`src/rtl/mem_fetch.sv`:
```
// mem_fetch: CPU-side initiator for the async ROM/RAM bus.
// Loads the big-endian reset vector, then streams opcode bytes.
module mem_fetch #(
   parameter int unsigned   AW       = 16,
   parameter int unsigned   WAIT     = 1,
   parameter logic [AW-1:0] VEC_ADDR = 16'hFFFE
) (
   input  logic          clk,
   input  logic          rst_n,
   output logic          mem_sel,
   output logic [AW-1:0] mem_a,
   input  logic [7:0]    mem_din,
   output logic          byte_valid,
   output logic [7:0]    byte_data,
   output logic [AW-1:0] byte_addr,
   input  logic          byte_ready,
   input  logic          redirect,
   input  logic [AW-1:0] redirect_pc,
   output logic          vec_done
);

   localparam logic [1:0] S_VEC_HI = 2'd0;
   localparam logic [1:0] S_VEC_LO = 2'd1;
   localparam logic [1:0] S_FETCH  = 2'd2;
   localparam logic [1:0] S_HOLD   = 2'd3;
   localparam logic [3:0] WAIT_C   = 4'(WAIT);

   logic [1:0]    state_q, state_d;
   logic [3:0]    cnt_q, cnt_d;
   logic [AW-1:0] pc_q, pc_d;
   logic [AW-1:0] a_q, a_d;
   logic [AW-1:0] ba_q, ba_d;
   logic [7:0]    bd_q, bd_d;
   logic          sel_q, sel_d;
   logic          bv_q, bv_d;
   logic          vd_q, vd_d;
   logic          done, xfer, stall;
   logic [AW-1:0] pc_nxt, pc_vec;

   assign done   = (cnt_q == WAIT_C);
   assign xfer   = bv_q & byte_ready;
   assign stall  = bv_q & ~byte_ready;
   assign pc_nxt = pc_q + AW'(1);
   assign pc_vec = pc_q | AW'(mem_din);

   always_comb begin
      state_d = state_q;
      cnt_d   = cnt_q;
      pc_d    = pc_q;
      a_d     = a_q;
      sel_d   = sel_q;
      bv_d    = bv_q;
      bd_d    = bd_q;
      ba_d    = ba_q;
      vd_d    = vd_q;
      if (xfer) bv_d = 1'b0;
      unique case (state_q)
         S_VEC_HI: begin
            sel_d = 1'b1;
            cnt_d = cnt_q + 4'd1;
            if (done) begin
               pc_d    = AW'({mem_din, 8'h00});
               a_d     = VEC_ADDR + AW'(1);
               cnt_d   = '0;
               state_d = S_VEC_LO;
            end
         end
         S_VEC_LO: begin
            cnt_d = cnt_q + 4'd1;
            if (done) begin
               pc_d    = pc_vec;
               a_d     = pc_vec;
               vd_d    = 1'b1;
               cnt_d   = '0;
               state_d = S_FETCH;
            end
         end
         S_FETCH: begin
            // a still-pending byte stalls the capture rather than being overwritten
            if (!done) begin
               cnt_d = cnt_q + 4'd1;
            end else if (!stall) begin
               bv_d  = 1'b1;
               bd_d  = mem_din;
               ba_d  = pc_q;
               pc_d  = pc_nxt;
               cnt_d = '0;
               if (byte_ready) begin
                  a_d = pc_nxt;
               end else begin
                  sel_d   = 1'b0;
                  state_d = S_HOLD;
               end
            end
         end
         S_HOLD: begin
            if (xfer) begin
               a_d     = pc_q;
               sel_d   = 1'b1;
               cnt_d   = '0;
               state_d = S_FETCH;
            end
         end
         default: state_d = S_VEC_HI;
      endcase
      if (redirect && vd_q) begin
         state_d = S_FETCH;
         cnt_d   = '0;
         pc_d    = redirect_pc;
         a_d     = redirect_pc;
         sel_d   = 1'b1;
         bv_d    = 1'b0;
         bd_d    = bd_q;
         ba_d    = ba_q;
      end
   end

   always_ff @(posedge clk or negedge rst_n) begin
      if (!rst_n) begin
         state_q <= S_VEC_HI;
         cnt_q   <= '0;
         pc_q    <= '0;
         a_q     <= VEC_ADDR;
         sel_q   <= 1'b0;
         bv_q    <= 1'b0;
         bd_q    <= '0;
         ba_q    <= '0;
         vd_q    <= 1'b0;
      end else begin
         state_q <= state_d;
         cnt_q   <= cnt_d;
         pc_q    <= pc_d;
         a_q     <= a_d;
         sel_q   <= sel_d;
         bv_q    <= bv_d;
         bd_q    <= bd_d;
         ba_q    <= ba_d;
         vd_q    <= vd_d;
      end
   end

   assign mem_sel    = sel_q;
   assign mem_a      = a_q;
   assign byte_valid = bv_q;
   assign byte_data  = bd_q;
   assign byte_addr  = ba_q;
   assign vec_done   = vd_q;

endmodule

```
`config.mk`:
```
export PLATFORM = sky130hd
export DESIGN_NAME = mem_fetch
export DESIGN_NICKNAME = d
export VERILOG_FILES = /design/src/rtl/mem_fetch.sv
export SDC_FILE = /design/constraint.sdc
export NUM_CORES = 1
export LEC_CHECK = 0
export ABC_AREA = 1
export BUFFER_PORTS_ARGS = -buffer_cell sky130_fd_sc_hd__buf_2
export CAP_MARGIN = 20
export CORE_MARGIN = 1
export CORE_UTILIZATION = 50
export DETAILED_ROUTE_END_ITERATION = 8
export PLACE_DENSITY = 0.76
export SLEW_MARGIN = 5
export SYNTH_ARGS = -nofsm -noshare
export SYNTH_HDL_FRONTEND = slang
export SYNTH_SLANG_ARGS = --single-unit
```
`constraint.sdc`:
```
create_clock -name clk -period 1.54 [get_ports clk]
set_input_delay 0.077 -clock clk [delete_from_list [all_inputs] [get_ports clk]]
set_output_delay 0.077 -clock clk [all_outputs]
set_load 0.05 [all_outputs]
```
==> out/summary.json, run 1 <==
{
  "outcome": "finished, violations left",
  "failed_checks": "negative setup slack",
  "xor_xnor_share_of_the_synthesized_area_pct": 0,
  "post_synth_main_area_contributors": "dfrtp_1, nand2_1, dfstp_2",
  "setup_ws_ns": -0.230,
  "cpMaxStageDelayCell": "dfrtp_2",
  "synth_common_cells": "nand2_1, nor2_1, a21oi_1",
  "number_of_global_route_vias_before_repair": 3598,
  "synth_enable_flop_cells": 0,
  "layout_min_cycle_time_ns": 1.77,
  "hold_viol": 0,
  "synthCells": 506,
  "initial_core_util_pct": 51.8,
  "core_mm2": 0.00729,
  "worst_clock_skew_ns": 0.0100,
  "detailed_place.area_mm2": 0.00454,
  "post-dp-hpwl_um": 7970,
  "synth_compound_gate_area_share_pct": 16.8,
  "hold_ws_ns": 0.0112,
  "rrSetupSlack_ns": -0.23,
  "route.detailed.vias_per_inst": 5.79,
  "crit_type": "reg2reg",
  "grt_pass1_wl_um": 17600,
  "cts_root_buf": "clkbuf_8",
  "synth.cell_area_mm2": 0.00377,
  "dieWidth_um": 88.9,
  "n_diodes": 0,
  "drv_cap": 0,
  "worst_ep_required_time_ns": 1.77,
  "synth_fa_ha_area_share_pct": 2.32,
  "timing_worst_slew_pin_value_ns": 0.362,
  "cellLeakagePower_nw": 2.56,
  "crit_path_start_kind": "flip-flop",
  "die_y_um": 88.9,
  "detailedRoute.firstIterationViolations": 407,
  "worst_r2r_path_depth": 9,
  "synth_top_family_by_area": "simple AND/OR/NAND/NOR gates",
  "gpl.final_weighted_congestion": 0.974,
  "drcViolationCount": 0,
  "globalRouteTotalUtil_pct": 29.8,
  "cts_htree_levels": 3,
  "num-fill-cells": 549,
  "synth-seq-area-share_pct": 43.6,
  "finalSetupViolCount": 62,
  "synth.area.mux_share_pct": 0.298,
  "critical_r2r_capture": "state_q[1]",
  "postSynth.topFlopCell": "dfrtp_1",
  "rsz0062_at_grt": "true",
  "worst_path_largest_cell_delay_ns": 0.44,
  "cp_max_fo": 5,
  "syn_nets": 541,
  "hold_path.class": "in2reg",
  "numPortBuffers": 70,
  "cellPowerDensity_mw_per_mm2": 2460,
  "syn_warnings": 0,
  "tritoncts_clock_tree": "yes",
  "fin_cells": 737,
  "detail-route-antenna-nets": 0,
  "post-route-cell-area_mm2": 0.00547,
  "num_vias": 4264,
  "critical_path.endpoint": "state_q[1]",
  "clk_latency_ns": 0.35,
  "power_mw": 13.4,
  "numCtsBuffers": 9,
  "r2r_start": "state_q[0]",
  "slew-limit-headroom_pct": 75.6,
  "number_of_antenna_violations_at_the_first_check_in_global_routing": 0,
  "syn_to_final_growth_pct": 45.0,
  "yosysTopAreaCellShare_pct": 33.1,
  "cts-root-to-sink-buffers": 2,
  "clkSinkCount": 65,
  "yosys.area_share.simple_pct": 28.7,
  "cp_data_arrival_time_ns": 2.00,
  "cp-end-kind": "flip-flop",
  "worst_supply_voltage_drop_on_vdd_mv": 1.44,
  "yosys.cell_types.count": 31,
  "count_of_standard_cell_rows": 31,
  "final_count_of_pins_violating_max_slew": 0,
  "grt_start_max_net_pins": 66,
  "worstSetupStartpoint": "state_q[0]",
  "async_flop_share_pct": 100,
  "post-route-period-util_pct": 115,
  "path_cells": "inv_4, ha_4, inv_1, nor2_2, buf_4, o21ai_0, nand4_1, nor2_1, a21oi_1",
  "post-synth-top-count-cell": "nand2_1",
  "synth_area_leader_cell": "dfrtp_1",
  "mean_routed_wirelength_per_cell_um": 17.8,
  "fp.dieArea_mm2": 0.00790,
  "synth.ff_latch_count": 65,
  "grt_overflow_total": 0,
  "cts.clk_slew.worst_paths_ns": 0.07,
  "postSynthAreaPerCell_um2": 7.46,
  "min-delay-start": "mem_din[7]",
  "fmax_ghz": 0.565,
  "top_level_ports": 71,
  "number_of_nets_in_the_layout": 668,
  "drt-total-wl_um": 13100,
  "number_of_search_and_repair_iterations_in_the_first_detailed_routing_pass": 5,
  "cell_count_post_placement": 704,
  "drive_above_1_share_pct": 44.0
}
placed cells by master (no fill, tap or decap), drive strengths merged, types with 12 or more instances in the layout:
cell type / count
inv: 55
nor2: 81
dfrtp: 50
nand4: 12
buf: 127
nand3: 30
clkbuf: 17
a21oi: 52
nand2: 111
dfstp: 15
o21ai: 51
per-stage QoR:
| step | utilization (%) | setup slack [ns] | TNS, ns |
|---|---|---|---|
| CTS | 66.9 | -0.0712 | -1.54 |
| detailed placement | 62.3 | -0.153 | -3.76 |
| floorplan | - | -0.0527 | -0.317 |
| global route | 75.1 | -0.270 | -9.31 |
| global placement | 62.3 | -0.0951 | -1.33 |
| finish | 75.1 | -0.230 | -5.02 |
cell type report:
type,instances,area [um^2],area share [%]
well taps,99,124,2.26
clock inverters,2,12.5,0.229
inverters,55,224,4.09
multi-input cells,370,2310,42.3
repair buffers,132,986,18.0
clock buffers,14,163,2.97
flip-flops and latches,65,1650,30.1
metal layers:
layer | track usage (%) | wire length [um] | up-vias
li1 | - | - | 1927
met4 | 9.38 | 327 | 0
met3 | 4.52 | 1150 | 41
met2 | 48.8 | 6470 | 265
met5 | 0 | 0 | -
met1 | 40.7 | 5170 | 2031
cells by family (layout without fill, tap and decap cells):
| group | Yosys count | in the layout |
|---|---|---|
| and+or+nand+nor | 243 | 243 |
| AOI/OAI and AO/OA | 119 | 119 |
| buffers and inverters | 71 | 203 |
| DFF | 65 | 65 |
| adders and majority gates | 7 | 7 |
| muxes | 1 | 1 |
critical path: cells and delay by family (launching register included):
family,cells,cell delay [ns]
compound gates,2,0.20
simple gates,3,0.53
fa+ha+maj,1,0.19
flops,1,0.44
buf+inv,3,0.30
power by group:
group          switching, mW  internal [mW]  total, mW
clock network          0.662          0.672       1.33
logic                   5.64           3.16       8.80
registers              0.688           2.61       3.30
how the worst min path moves through the flow:
stage	endpoint	slack [ns]	depth (start not counted)
after detailed placement	byte_addr[7]	0.12	2
final	byte_data[7]	0.01	3
after global routing	byte_data[7]	0.03	3
after global placement	byte_data[0]	0.12	2
after floorplan	byte_addr[0]	-0.22	0
after CTS	byte_data[7]	0.01	3
timing repair:
| action | in CTS | in global routing |
|---|---|---|
| pin swaps | 6 | 16 |
| gates resized for setup | 42 | 116 |
| endpoints found under the hold margin | 51 | 0 |
| buffers inserted | 1 | 8 |
| hold buffers | 2 | 0 |
| endpoints found under the setup margin | 59 | 63 |
| cloned | 0 | 6 |
sequential cells by signal (all words and copies together), names as in the netlist:
signal	cells
pc_q	16
state_q	2
vec_done	1
byte_addr	16
cnt_q	4
byte_data	8
mem_a	16
byte_valid	1
mem_sel	1
Power figures use the tool's default switching activity.
==> inputs of run 2 (changes only) <==
Settings changed: SETUP_SLACK_MARGIN from default to 0.2.
==> run 2 against run 1 <==
Against the previous run: the run still ends with negative setup slack left; global-route usage rose by 2.4 points; critical endpoint is now pc_q[8]; flip-flop and latch count did not move; first-iteration DRC count is 20% lower.
==> out/summary.json, run 2 (synthesis gave the netlist of run 1 again) <==
{
  "crit_path_start_kind": "flip-flop",
  "rrSetupSlack_ns": -0.21,
  "num-fill-cells": 546,
  "hold_path.class": "in2reg",
  "place_worst_setup_slack_ns": -0.168,
  "min_to": "byte_data[7]",
  "worst_r2r_path_depth": 9,
  "cp_data_arrival_time_ns": 1.98,
  "hold_ws_ns": 0.0339,
  "totalNegativeSetupSlack_ns": -8.56,
  "count_of_standard_cell_rows": 31,
  "slew-limit-headroom_pct": 75.1,
  "numCtsBuffers": 9,
  "detailedRoute.firstIterationViolations": 324,
  "die_y_um": 88.9,
  "critical_r2r_capture": "pc_q[8]",
  "cp-end-kind": "flip-flop",
  "cp_max_fo": 8,
  "worst_supply_voltage_drop_on_vdd_mv": 1.55,
  "detailed_place.area_mm2": 0.00458,
  "finalSetupViolCount": 63,
  "min_path_cells": 3,
  "cts.clk_slew.worst_paths_ns": 0.08,
  "leading_cell_types_in_the_layout_fill_and_taps_excluded": "nand2_1, buf_2, nor2_1, buf_4, dfrtp_1",
  "grt_pass1_wl_um": 18800,
  "min-delay-start": "mem_din[7]",
  "clkSinkCount": 65,
  "drv_cap": 0,
  "path_cells": "buf_6, ha_4, buf_4, nand4_1, nand2_2, nor2_4, nand2_4, nor2_1, a22oi_1",
  "grt_overflow_total": 0,
  "core_mm2": 0.00729,
  "n_diodes": 0,
  "fmax_ghz": 0.571,
  "detail-route-antenna-nets": 0,
  "cts-root-to-sink-buffers": 2,
  "route.detailed.vias_per_inst": 5.72,
  "mean_routed_wirelength_per_cell_um": 17.6,
  "cellPowerDensity_mw_per_mm2": 2470,
  "layout_commonest_cell": "nand2_1",
  "drt-total-wl_um": 13100,
  "fp.dieArea_mm2": 0.00790,
  "initial_core_util_pct": 51.8,
  "tritoncts_clock_tree": "yes",
  "fin_cells": 748,
  "cp.buffers_inverters": 2,
  "setup_ws_ns": -0.212,
  "worst_path_largest_cell_delay_ns": 0.42,
  "timing_worst_slew_pin_value_ns": 0.374,
  "failed_checks": "negative setup slack",
  "cts_root_buf": "clkbuf_8",
  "final_count_of_pins_violating_max_slew": 0,
  "cpMaxStageDelayCell": "dfrtp_1",
  "numPortBuffers": 70,
  "gpl.final_weighted_congestion": 0.936,
  "number_of_search_and_repair_iterations_in_the_first_detailed_routing_pass": 6,
  "post-route-util_pct": 76.2,
  "grt_start_max_net_pins": 66,
  "drcViolationCount": 0,
  "rsz0062_at_grt": "true",
  "power_mw": 13.7,
  "num_vias": 4281,
  "cell_count_post_placement": 707,
  "cellLeakagePower_nw": 2.66,
  "r2r_start": "state_q[1]",
  "post-route-period-util_pct": 114,
  "clk_latency_ns": 0.35,
  "crit_family": "simple AND/OR/NAND/NOR gates",
  "number_of_nets_in_the_layout": 679,
  "worst_ep_required_time_ns": 1.77,
  "post-dp-hpwl_um": 8380,
  "cts_htree_levels": 3,
  "top_level_ports": 71,
  "post-route-cell-area_mm2": 0.00556,
  "hold_viol": 0,
  "number_of_antenna_violations_at_the_first_check_in_global_routing": 0,
  "outcome": "finished, violations left",
  "syn_to_final_growth_pct": 47.2,
  "layout_min_cycle_time_ns": 1.75,
  "number_of_global_route_vias_before_repair": 3996,
  "globalRouteTotalUtil_pct": 32.2,
  "worst_clock_skew_ns": 0.00866,
  "dieWidth_um": 88.9,
  "crit_type": "reg2reg",
  "drive_above_1_share_pct": 43.3
}
## run 2: cell count changes in the layout (fill, tap and decap cells not counted), moves of 6 or more
cell,previous run,this run
nor2_1,37,51
o21ai_0,34,25
buf_4,43,51
nor2_2,19,12
nor2_4,24,17
a21oi_2,27,21
inv_2,4,10
o21ai_1,11,17
## run 2: what timing repair did
item | CTS | global route
buffers inserted | 11 | 5
hold buffers | 2 | 0
resized for setup | 64 | 86
setup endpoints to repair | 63 | 63
pin swaps | 5 | 22
gates cloned | 1 | 6
endpoints found under the hold margin | 51 | 0
## run 2: worst max-delay path by stage
stage | from | endpoint | slack (ns) | cells after the start
after global routing | state_q[0] | mem_a[2] | -0.33 | 7
after CTS | state_q[1] | mem_a[7] | -0.09 | 10
final | state_q[1] | pc_q[8] | -0.21 | 9
after detailed placement | state_q[1] | mem_a[14] | -0.17 | 9
after floorplan | state_q[0] | mem_a[5] | -0.04 | 11
after global placement | state_q[1] | mem_a[11] | -0.09 | 9
## run 2: cell type report
type	count	area (um^2)	share of cell area (%)
multi-input combinational	371	2310	41.6
sequential	65	1650	29.7
timing repair buffer	142	1060	19.0
inverter	55	219	3.94
clock buffer	11	141	2.55
tap	99	124	2.23
clock inverter	5	55.1	0.991
## run 2: metal layers
metal / track usage (%) / part of all wire, % / wire length, um / vias up
met4: 16.6 / 4.7 / 619 / 0
li1: - / - / - / 1954
met5: 0 / 0 / 0 / -
met3: 6.00 / 6.9 / 905 / 55
met2: 52.9 / 50 / 6520 / 222
met1: 40.7 / 39 / 5090 / 2050
## run 2: tightest hold or removal path, cell delays in order
cell and delay [ns]:
buf_2 0.13, inv_1 0.09, a21oi_2 0.06
## run 2: where the power goes
part	internal (mW)	switching, mW
Sequential	2.61	0.582
Combinational	3.28	5.79
Clock	0.786	0.680
==> inputs of run 3 (changes only) <==
Settings changed: ABC_AREA 1 to default, CORE_UTILIZATION 50 to 51, PLACE_DENSITY 0.76 to 0.77.
==> run 3 against run 2 <==
Against the previous run: clock power decreased by 6%; worst setup slack got worse by 0.34 ns; critical path depth decreased by 2; count of clock-buffer cells in the layout unchanged; combinational power increased by 15%; wire length increased by 50%; core utilization increased by 12 points; sequential power increased by 3%; via count increased by 21%; the flow still finishes with violations (negative setup slack); total power increased by 10%; fmax decreased by 16%; critical path type unchanged; cell area increased by 22%.
==> out/summary.json, run 3 <==
{
  "outcome": "finished, violations left",
  "failed_checks": "negative setup slack",
  "grt_pass1_wl_um": 26400,
  "setup_ws_ns": -0.551,
  "grt_overflow_total": 0,
  "n_diodes": 0,
  "cellLeakagePower_nw": 3.06,
  "fin_cells": 739,
  "worst_supply_voltage_drop_on_vdd_mv": 1.47,
  "count_of_standard_cell_rows": 32,
  "async_flop_share_pct": 100,
  "post-route-period-util_pct": 136,
  "post-route-util_pct": 87.8,
  "worst_clock_skew_ns": 0.0117,
  "cell_count_post_placement": 670,
  "top_level_ports": 71,
  "core_mm2": 0.00773,
  "route.detailed.vias_per_inst": 6.99,
  "drcViolationCount": 0,
  "finalSetupViolCount": 63,
  "number_of_search_and_repair_iterations_in_the_first_detailed_routing_pass": 5,
  "fmax_ghz": 0.478,
  "power_mw": 15.1,
  "die_y_um": 91.3,
  "drive_above_1_share_pct": 61.7,
  "dieWidth_um": 91.3,
  "path_common_cell": "buf_6",
  "syn_nets": 456,
  "drv_cap": 0,
  "numCtsBuffers": 9,
  "layout_min_cycle_time_ns": 2.09,
  "yosys.cell_types.count": 73,
  "cts-root-to-sink-buffers": 2,
  "cts_root_buf": "clkbuf_8",
  "synth.cell_area_mm2": 0.00407,
  "path_cells": "ha_2, nand4_1, buf_6, buf_6, or4_4, a31oi_4, mux2_4",
  "cts_htree_levels": 3,
  "postSynth.topFlopCell": "dfrtp_1",
  "hold_path.class": "in2reg",
  "crit_family": "simple AND/OR/NAND/NOR gates",
  "syn_warnings": 0,
  "num_vias": 5167,
  "globalRouteTotalUtil_pct": 41.8,
  "cp-end-kind": "flip-flop",
  "leading_cell_types_in_the_layout_fill_and_taps_excluded": "buf_4, buf_2, buf_6",
  "initial_core_util_pct": 52.6,
  "cp_max_fo": 4,
  "synth.ff_latch_count": 65,
  "place_worst_setup_slack_ns": -0.413,
  "number_of_global_route_vias_before_repair": 4843,
  "yosysTopAreaCellShare_pct": 30.8,
  "post-dp-hpwl_um": 9600,
  "synth-seq-area-share_pct": 40.4,
  "syn_to_final_growth_pct": 66.8,
  "post_synth_main_area_contributors": "dfrtp_1, dfstp_2, mux2_1",
  "mean_routed_wirelength_per_cell_um": 26.7,
  "cp.buffers_inverters": 2,
  "cts.clk_slew.worst_paths_ns": 0.08,
  "detailedRoute.firstIterationViolations": 637,
  "detail-route-antenna-nets": 0,
  "worst_path_largest_cell_delay_ns": 0.42,
  "tritoncts_clock_tree": "yes",
  "crit_type": "reg2reg",
  "number_of_nets_in_the_layout": 667,
  "clkSinkCount": 65,
  "final_count_of_pins_violating_max_slew": 0,
  "gpl.final_weighted_congestion": 0.915,
  "numPortBuffers": 70,
  "synth_common_cells": "dfrtp_1, nand2_1, o21ai_0",
  "layout_commonest_cell": "buf_4",
  "number_of_antenna_violations_at_the_first_check_in_global_routing": 0,
  "drt-total-wl_um": 19700,
  "hold_viol": 0,
  "grt_start_max_net_pins": 66,
  "slew-limit-headroom_pct": 64.0,
  "rsz0062_at_grt": "true",
  "cp_data_arrival_time_ns": 2.40,
  "crit_path_start_kind": "flip-flop",
  "clk_latency_ns": 0.37,
  "worst_ep_required_time_ns": 1.85,
  "postSynthAreaPerCell_um2": 9.66,
  "synth_enable_flop_cells": 0,
  "synth_area_leader_cell": "dfrtp_1",
  "fp.dieArea_mm2": 0.00834,
  "timing_worst_slew_pin_value_ns": 0.538,
  "post-synth-top-count-cell": "dfrtp_1",
  "cpMaxStageDelayCell": "or4_4",
  "synthCells": 421,
  "cellPowerDensity_mw_per_mm2": 2230
}
-- run 3: cell type report --
class,count,area [um^2]
flip-flops and latches,65,1650
well taps,102,128
multi-input cells,316,2950
inverters,8,38.8
clock buffers,11,141
fillers,336,942
clock inverters,5,38.8
repair buffers,232,1840
-- run 3: layer usage --
| layer | track usage, % | up-vias | share of wire [%] |
|---|---|---|---|
| met1 | 51.2 | 2464 | 36 |
| met3 | 11.2 | 168 | 11 |
| met2 | 65.5 | 520 | 45 |
| li1 | - | 2015 | - |
| met4 | 25.9 | 0 | 7.6 |
| met5 | 0 | - | 0 |
-- run 3: report_power, final --
part           internal [mW]  switching [mW]  leakage, nW
Sequential              2.64           0.665        0.767
Combinational           4.14            6.29         2.20
Clock                  0.637           0.744       0.0899
-- run 3: path summary, 6_finish.rpt --
kind,slack [ns],from,endpoint,depth (start not counted)
setup / recovery,-0.55,pc_q[0],mem_a[8],7
hold / removal,0.001,redirect_pc[4],pc_q[4],3
setup reg to reg,-0.55,pc_q[0],mem_a[8],7
hold reg to reg,0.47,mem_a[5],mem_a[5],2
max in group asynchronous,0.92,rst_n,mem_a[8],3
min in group asynchronous,0.28,rst_n,byte_addr[11],3
-- run 3: repair_timing --
item / CTS / global route
cloned: 2 / 0
endpoints found under the hold margin: 59 / 0
gates resized for setup: 133 / 73
setup endpoints to repair: 65 / 66
hold buffers: 10 / 0
buffers inserted: 23 / 18
pin swaps: 38 / 38
-- run 3: through the flow --
stage | hold slack, ns | setup TNS, ns | cell area, um^2
after detailed placement | 0.119 | -15.19 | 5310
after global placement | 0.113 | -13.26 | 5310
final | 0.00137 | -22.56 | 6790
after floorplan | -0.219 | -6.20 | 4210
after CTS | 0.000553 | -11.72 | 6330
after global routing | -0.00814 | -24.31 | 6790
-- run 3: logic make-up (layout without fill, tap and decap cells) --
kind of cell | after synthesis | in the layout | synth area share [%]
mux | 35 | 35 | 9.87
fa+ha+maj | 7 | 7 | 2.15
buf+inv | 41 | 256 | 5.11
flops | 65 | 65 | 40.4
simple gates | 130 | 130 | 17.0
xor+xnor | 2 | 2 | 0.431
compound gates | 141 | 142 | 25.0
-- run 3: worst min-delay path: stages --
cell      delay (ns)
buf_2           0.10
nand2_1         0.09
o311ai_4        0.07
